$ cat src/rtl/ntt_stage_ctrl.sv
// Stage sequencer for the 4-bank mixed radix-2/4 NTT datapath: decodes the conf level,
// walks read/twiddle addresses per stage and replays them as write-backs BF_LAT cycles later.
module ntt_stage_ctrl #(
  parameter int ADDR_W    = 6,
  parameter int R4_STAGES = 3,
  parameter int BF_LAT    = 4
) (
  input  logic              i_clk,
  input  logic              i_rst,
  input  logic [2:0]        i_conf,
  output logic              o_rd_en,
  output logic [ADDR_W-1:0] o_rd_addr,
  output logic              o_wr_en,
  output logic [ADDR_W-1:0] o_wr_addr,
  output logic [ADDR_W+1:0] o_tw_addr,
  output logic [1:0]        o_bf_mode,
  output logic [1:0]        o_stage,
  output logic              o_busy,
  output logic [1:0]        o_done_flag,
  output logic [2:0]        o_state
);

  typedef enum logic [2:0] {
    IDLE  = 3'd0,
    RUN   = 3'd1,
    DRAIN = 3'd2,
    NEXT  = 3'd3,
    DONE  = 3'd4
  } state_t;

  localparam int DW = (BF_LAT > 1) ? $clog2(BF_LAT) : 1;
  localparam logic [ADDR_W-1:0] CNT_MAX    = {ADDR_W{1'b1}};
  localparam logic [DW-1:0]     DRAIN_LAST = DW'(BF_LAT - 1);
  localparam logic [1:0]        LAST_R4    = 2'(R4_STAGES - 1);

  state_t              r_state;
  logic [ADDR_W-1:0]   r_cnt;
  logic [1:0]          r_stage;
  logic [1:0]          r_cmd;
  logic [2:0]          r_last_conf;
  logic [DW-1:0]       r_drain;
  logic                r_rd_en;
  logic [ADDR_W-1:0]   r_rd_addr;
  logic [ADDR_W+1:0]   r_tw_addr;
  logic [1:0]          r_bf_mode;
  logic                r_busy;
  logic [1:0]          r_done_flag;
  logic [BF_LAT-1:0]   r_pipe_en;
  logic [ADDR_W-1:0]   r_pipe_addr [BF_LAT];

  logic                w_clear;
  logic                w_flush;
  logic [ADDR_W-1:0]   w_next_cnt;

  assign w_clear    = (i_conf == 3'd4);
  assign w_flush    = i_rst || w_clear;
  assign w_next_cnt = r_cnt + 1'b1;

  // Radix-4 stage s reads with the counter rotated left by 2*s bits; other modes read linearly.
  function automatic logic [ADDR_W-1:0] f_rd_addr(input logic [1:0] cmd, input logic [1:0] stg,
                                                  input logic [ADDR_W-1:0] c);
    logic [2*ADDR_W-1:0] w_dbl;
    w_dbl = {c, c} << {stg, 1'b0};
    return (cmd == 2'd1) ? w_dbl[2*ADDR_W-1:ADDR_W] : c;
  endfunction

  always_ff @(posedge i_clk) begin
    if (i_rst) begin
      r_state     <= IDLE;
      r_cnt       <= '0;
      r_stage     <= '0;
      r_cmd       <= '0;
      r_last_conf <= '0;
      r_drain     <= '0;
      r_rd_en     <= 1'b0;
      r_rd_addr   <= '0;
      r_tw_addr   <= '0;
      r_bf_mode   <= '0;
      r_busy      <= 1'b0;
      r_done_flag <= '0;
    end else if (w_clear) begin
      r_state     <= IDLE;
      r_cnt       <= '0;
      r_drain     <= '0;
      r_last_conf <= '0;
      r_rd_en     <= 1'b0;
      r_rd_addr   <= '0;
      r_busy      <= 1'b0;
      r_done_flag <= '0;
    end else begin
      case (r_state)
        IDLE: begin
          // Level-triggered start: a held value never retriggers, only a change does.
          if ((i_conf inside {3'd1, 3'd2, 3'd3}) && (i_conf != r_last_conf)) begin
            r_state     <= RUN;
            r_cmd       <= i_conf[1:0];
            r_last_conf <= i_conf;
            r_done_flag <= '0;
            r_stage     <= '0;
            r_cnt       <= '0;
            r_rd_en     <= 1'b1;
            r_rd_addr   <= '0;
            r_tw_addr   <= '0;
            r_bf_mode   <= {i_conf == 3'd3, i_conf == 3'd1};
            r_busy      <= 1'b1;
          end
        end
        RUN: begin
          if (r_cnt == CNT_MAX) begin
            r_state   <= DRAIN;
            r_cnt     <= '0;
            r_drain   <= '0;
            r_rd_en   <= 1'b0;
            r_rd_addr <= '0;
          end else begin
            r_cnt     <= w_next_cnt;
            r_rd_addr <= f_rd_addr(r_cmd, r_stage, w_next_cnt);
            r_tw_addr <= {r_stage, w_next_cnt};
          end
        end
        DRAIN: begin
          if (r_drain == DRAIN_LAST) r_state <= NEXT;
          else                       r_drain <= r_drain + 1'b1;
        end
        NEXT: begin
          if ((r_cmd == 2'd1) && (r_stage < LAST_R4)) begin
            r_state   <= RUN;
            r_stage   <= r_stage + 2'd1;
            r_cnt     <= '0;
            r_rd_en   <= 1'b1;
            r_rd_addr <= '0;
            r_tw_addr <= {r_stage + 2'd1, {ADDR_W{1'b0}}};
          end else begin
            r_state <= DONE;
          end
        end
        DONE: begin
          r_state     <= IDLE;
          r_done_flag <= r_cmd;
          r_busy      <= 1'b0;
        end
        default: begin
          r_state <= IDLE;
          r_busy  <= 1'b0;
        end
      endcase
    end
  end

  // Write-back is the read stream delayed BF_LAT cycles, regardless of FSM state.
  always_ff @(posedge i_clk) begin
    if (w_flush) begin
      r_pipe_en <= '0;
      for (int i = 0; i < BF_LAT; i++) r_pipe_addr[i] <= '0;
    end else begin
      r_pipe_en[0]   <= r_rd_en;
      r_pipe_addr[0] <= r_rd_addr;
      for (int i = 1; i < BF_LAT; i++) begin
        r_pipe_en[i]   <= r_pipe_en[i-1];
        r_pipe_addr[i] <= r_pipe_addr[i-1];
      end
    end
  end

  assign o_rd_en     = r_rd_en;
  assign o_rd_addr   = r_rd_addr;
  assign o_wr_en     = r_pipe_en[BF_LAT-1];
  assign o_wr_addr   = r_pipe_addr[BF_LAT-1];
  assign o_tw_addr   = r_tw_addr;
  assign o_bf_mode   = r_bf_mode;
  assign o_stage     = r_stage;
  assign o_busy      = r_busy;
  assign o_done_flag = r_done_flag;
  assign o_state     = r_state;

endmodule

$ cat config.mk
export PLATFORM = sky130hd
export DESIGN_NAME = ntt_stage_ctrl
export DESIGN_NICKNAME = d
export VERILOG_FILES = /design/src/rtl/ntt_stage_ctrl.sv
export SDC_FILE = /design/constraint.sdc
export NUM_CORES = 1
export LEC_CHECK = 0
export ABC_AREA = 1
export BUFFER_PORTS_ARGS = -buffer_cell sky130_fd_sc_hd__buf_2
export CAP_MARGIN = 5
export CORE_AREA = 5 5 81 83
export DETAILED_ROUTE_END_ITERATION = 12
export DIE_AREA = 0 0 86 88
export PLACE_DENSITY = 0.73
export SLEW_MARGIN = 15
export SYNTH_ARGS = -nofsm -noshare
export SYNTH_HDL_FRONTEND = slang
export SYNTH_SLANG_ARGS = --single-unit
$ cat constraint.sdc
create_clock -name i_clk -period 1.41 [get_ports i_clk]
set_input_delay 0.141 -clock i_clk [delete_from_list [all_inputs] [get_ports i_clk]]
set_output_delay 0.141 -clock i_clk [all_outputs]
set_load 0.02 [all_outputs]
==> results by group <==
Placement
  – Dpl ws: -0.0404 ns
  – Port bufs: 36
  – Placed inst area: 3260 µm²
  – Detail Placement HPWL: 4500 µm
  – GPL Wtd Cong: 0.916

Timing
  – Final clock skew: 0.00645 ns
  – Peak Freq: 734 MHz
  – RSZ-0062 raised after global routing: true
  – Worst hold slack: 0.116 ns
  – Slew headroom: 82.1%
  – Slew Viols, Final: 0
  – Final count of hold timing violations: 0
  – Final worst path period need: 1.36 ns
  – Worst Tran Pin Value: 0.268 ns
  – Final setup viols: 0
  – Fin worst setup slack: 0.0481 ns
  – Final critical-path share of the clock period: 96.6%

Clock tree
  – Htree depth: 3
  – Worst-Skew Late Latency: 0.34 ns
  – CTS Buffer Depth: 2
  – CTS root buf: clkbuf_8
  – Clk pin slew, worst setup/hold paths: 0.07 ns
  – Clock sink total: 66
  – CTS tree: built
  – Cts bufs inserted: 9

Global route
  – Global Route Usage Sum: 17.4%
  – Largest net degree at the start of global routing: 20
  – Total grt overflow: 0
  – Vias in the first global route: 2353
  – First-pass GRT wire length: 10400 µm
  – Antenna violations before repair: 0

Floorplanning
  – Die width: 86 µm
  – Io pins: 37
  – Starting Density: 49.1%
  – Core area: 5780 µm²
  – Vert. Die Dim: 88 µm
  – # rows: 28
  – Die Area: 7570 µm²

Routing
  – Routed length per instance: 11.7 µm
  – WL final: 6250 µm
  – DR pass1 iterations: 4
  – Remaining antenna violation count: 0
  – Vias per Instance: 4.81
  – Vias: 2564
  – DRC: 0
  – DR iter-0 viols: 151

Power and ir drop
  – Leakage: 1.58 nW
  – Worst IR drop on VDD: 1130 µV
  – Power Density: 1500 nW/µm²
  – Overall Power: 5.49 mW

Logic synthesis
  – Synth Area in Simple Gates: 34.4%
  – Part of the Yosys area used for sequential elements: 46.6%
  – Syn_area_per_cell: 7.37 µm²
  – Post-synth EDFFs: 0
  – Yosys reg bits: 66
  – Mapped Area: 2840 µm²
  – Cells after Synth: 385
  – Synth Area in XOR/XNOR: 0%
  – Post-synth cell types: 28
  – Adder-Cell Fraction of Synth Area: 0.882%
  – Syn Nets: 392
  – Post-synthesis compound-gate area fraction: 7.85%
  – Yosys warning count: 0
  – Asr flop ratio synth: 0%
  – Area share of the leading cell type in the synthesized netlist: 46.6%
  – Mux contribution to synthesized area: 0%
  – Largest family of logic cells by synthesized area: simple AND/OR/NAND/NOR gates
  – Area leader, netlist: dfxtp_1
  – Top post-synthesis cells by area: dfxtp_1, nand2_1, nor2_1
  – Primary FF master, synth: dfxtp_1

Worst setup path
  – Critical Path End: o_tw_addr[3]$_SDFFE_PP0P_
  – Worst EP arrival: 1.64 ns
  – CP startpoint: r_cnt[1]$_SDFFE_PP0P_
  – Crit Path Max Fanout: 4
  – Worst path required time: 1.69 ns
  – CP Capture Type: flip-flop
  – Crit start category: flip-flop
  – Setup Crit Path Kind: reg -> reg
  – Worst R2R Start: r_cnt[1]$_SDFFE_PP0P_
  – Flop2flop setup slack: 0.05 ns
  – Worst r2r dst: o_tw_addr[3]$_SDFFE_PP0P_
  – Worst R2R Path Depth: 9

Cells and area
  – Layout cells sized above 1: 33.0%
  – Post-route cell area: 3650 µm²
  – ANT cells: 0
  – Layout Nets: 460
  – Most common cell after layout, fill and taps aside: nand2_1
  – Commonest cells after routing, fill and taps aside: nand2_1, nor2_1, dfxtp_1, inv_1, buf_2
  – Area growth from synthesis to layout: 28.8%

Job
  – MaxCap Viol Count: 0

Outcome
  – Status: complete, no violations

Worst hold path
  – Min-delay worst type: in -> reg
-- cell type report --
class	count	area [µm²]
timing repair buffer	64	407
tap	75	93.8
fill	515	2130
multi-input combinational	247	1340
clock inverter	6	88.8
inverter	65	258
clock buffer	10	128
sequential	66	1330
-- synth_stat cells, drive strengths merged, types with 2 or more instances --
cell     instances
o21ai            2
nand3b           3
a21oi           27
nand2           92
dfxtp           66
ha               2
inv             64
o2111ai          2
nor2            73
buf              6
nand3           41
o211ai           2
-- routing by layer --
metal	track usage [%]	part of all wire [%]
met3	5.93	5.5
met2	28.4	48
met1	21.4	45
met5	0	0
met4	6.47	1.1
-- per-stage QoR --
stage                     util, %  cells  setup TNS (ns)
after floorplan                 -    385               0
after global placement       56.3    513         -0.0354
after detailed placement     56.3    513          -0.133
after CTS                    60.4    529               0
after global routing         63.2    533          -0.152
final                        63.2    533               0
-- flip-flops by register name, summed over array words and instances (netlist names) --
name,count
r_pipe_addr,24
o_stage,2
o_bf_mode,2
o_busy,1
o_rd_en,1
r_pipe_en,4
r_cnt,6
o_tw_addr,8
r_last_conf,3
o_state,3
o_rd_addr,6
o_done_flag,2
r_cmd,2
r_drain,2
-- report_power, final --
group | total, mW | internal (mW) | switching [mW]
clock network | 1.73 | 0.998 | 0.732
registers | 2.15 | 2.04 | 0.107
logic | 1.62 | 0.577 | 1.04
total | 5.49 | 3.62 | 1.88
-- worst min path at each step --
stage / start / endpoint / slack, ns / cells after the start
global placement: r_pipe_addr[2][0]$_SDFF_PP0_ / r_pipe_addr[3][0]$_SDFF_PP0_ / 0.39 / 2
CTS: i_rst / o_stage[0]$_SDFFE_PP0P_ / 0.10 / 3
detailed placement: r_pipe_en[2]$_SDFF_PP0_ / r_pipe_en[3]$_SDFF_PP0_ / 0.40 / 2
finish: i_rst / r_cmd[0]$_SDFFE_PP0P_ / 0.12 / 3
floorplan: i_rst / o_bf_mode[1]$_SDFFE_PP0P_ / 0.21 / 1
global route: i_rst / o_bf_mode[1]$_SDFFE_PP0P_ / 0.11 / 3
-- timing repair --
| action | in CTS | in global routing |
|---|---|---|
| pin swaps | 3 | 14 |
| setup buffers | 0 | 4 |
| setup endpoints to repair | 9 | 29 |
| hold buffers | 0 | 0 |
| resized for setup | 7 | 40 |
-- critical path: stages (launching register included) --
cell,delay [ns]
dfxtp_2,0.36
buf_4,0.13
nand3_2,0.11
inv_1,0.11
nand2_1,0.06
nand2_1,0.13
inv_1,0.11
nor2_1,0.13
nor2_1,0.06
nor2_1,0.11
-- cells by family (layout without fill, tap and decap cells) --
kind of cell               Yosys count  after routing
adders and majority gates            2              2
AOI/OAI and AO/OA                   35             35
and+or+nand+nor                    210            210
buffers and inverters               72            145
DFF                                 66             66
Note: power is estimated with default switching activity, not from simulation.
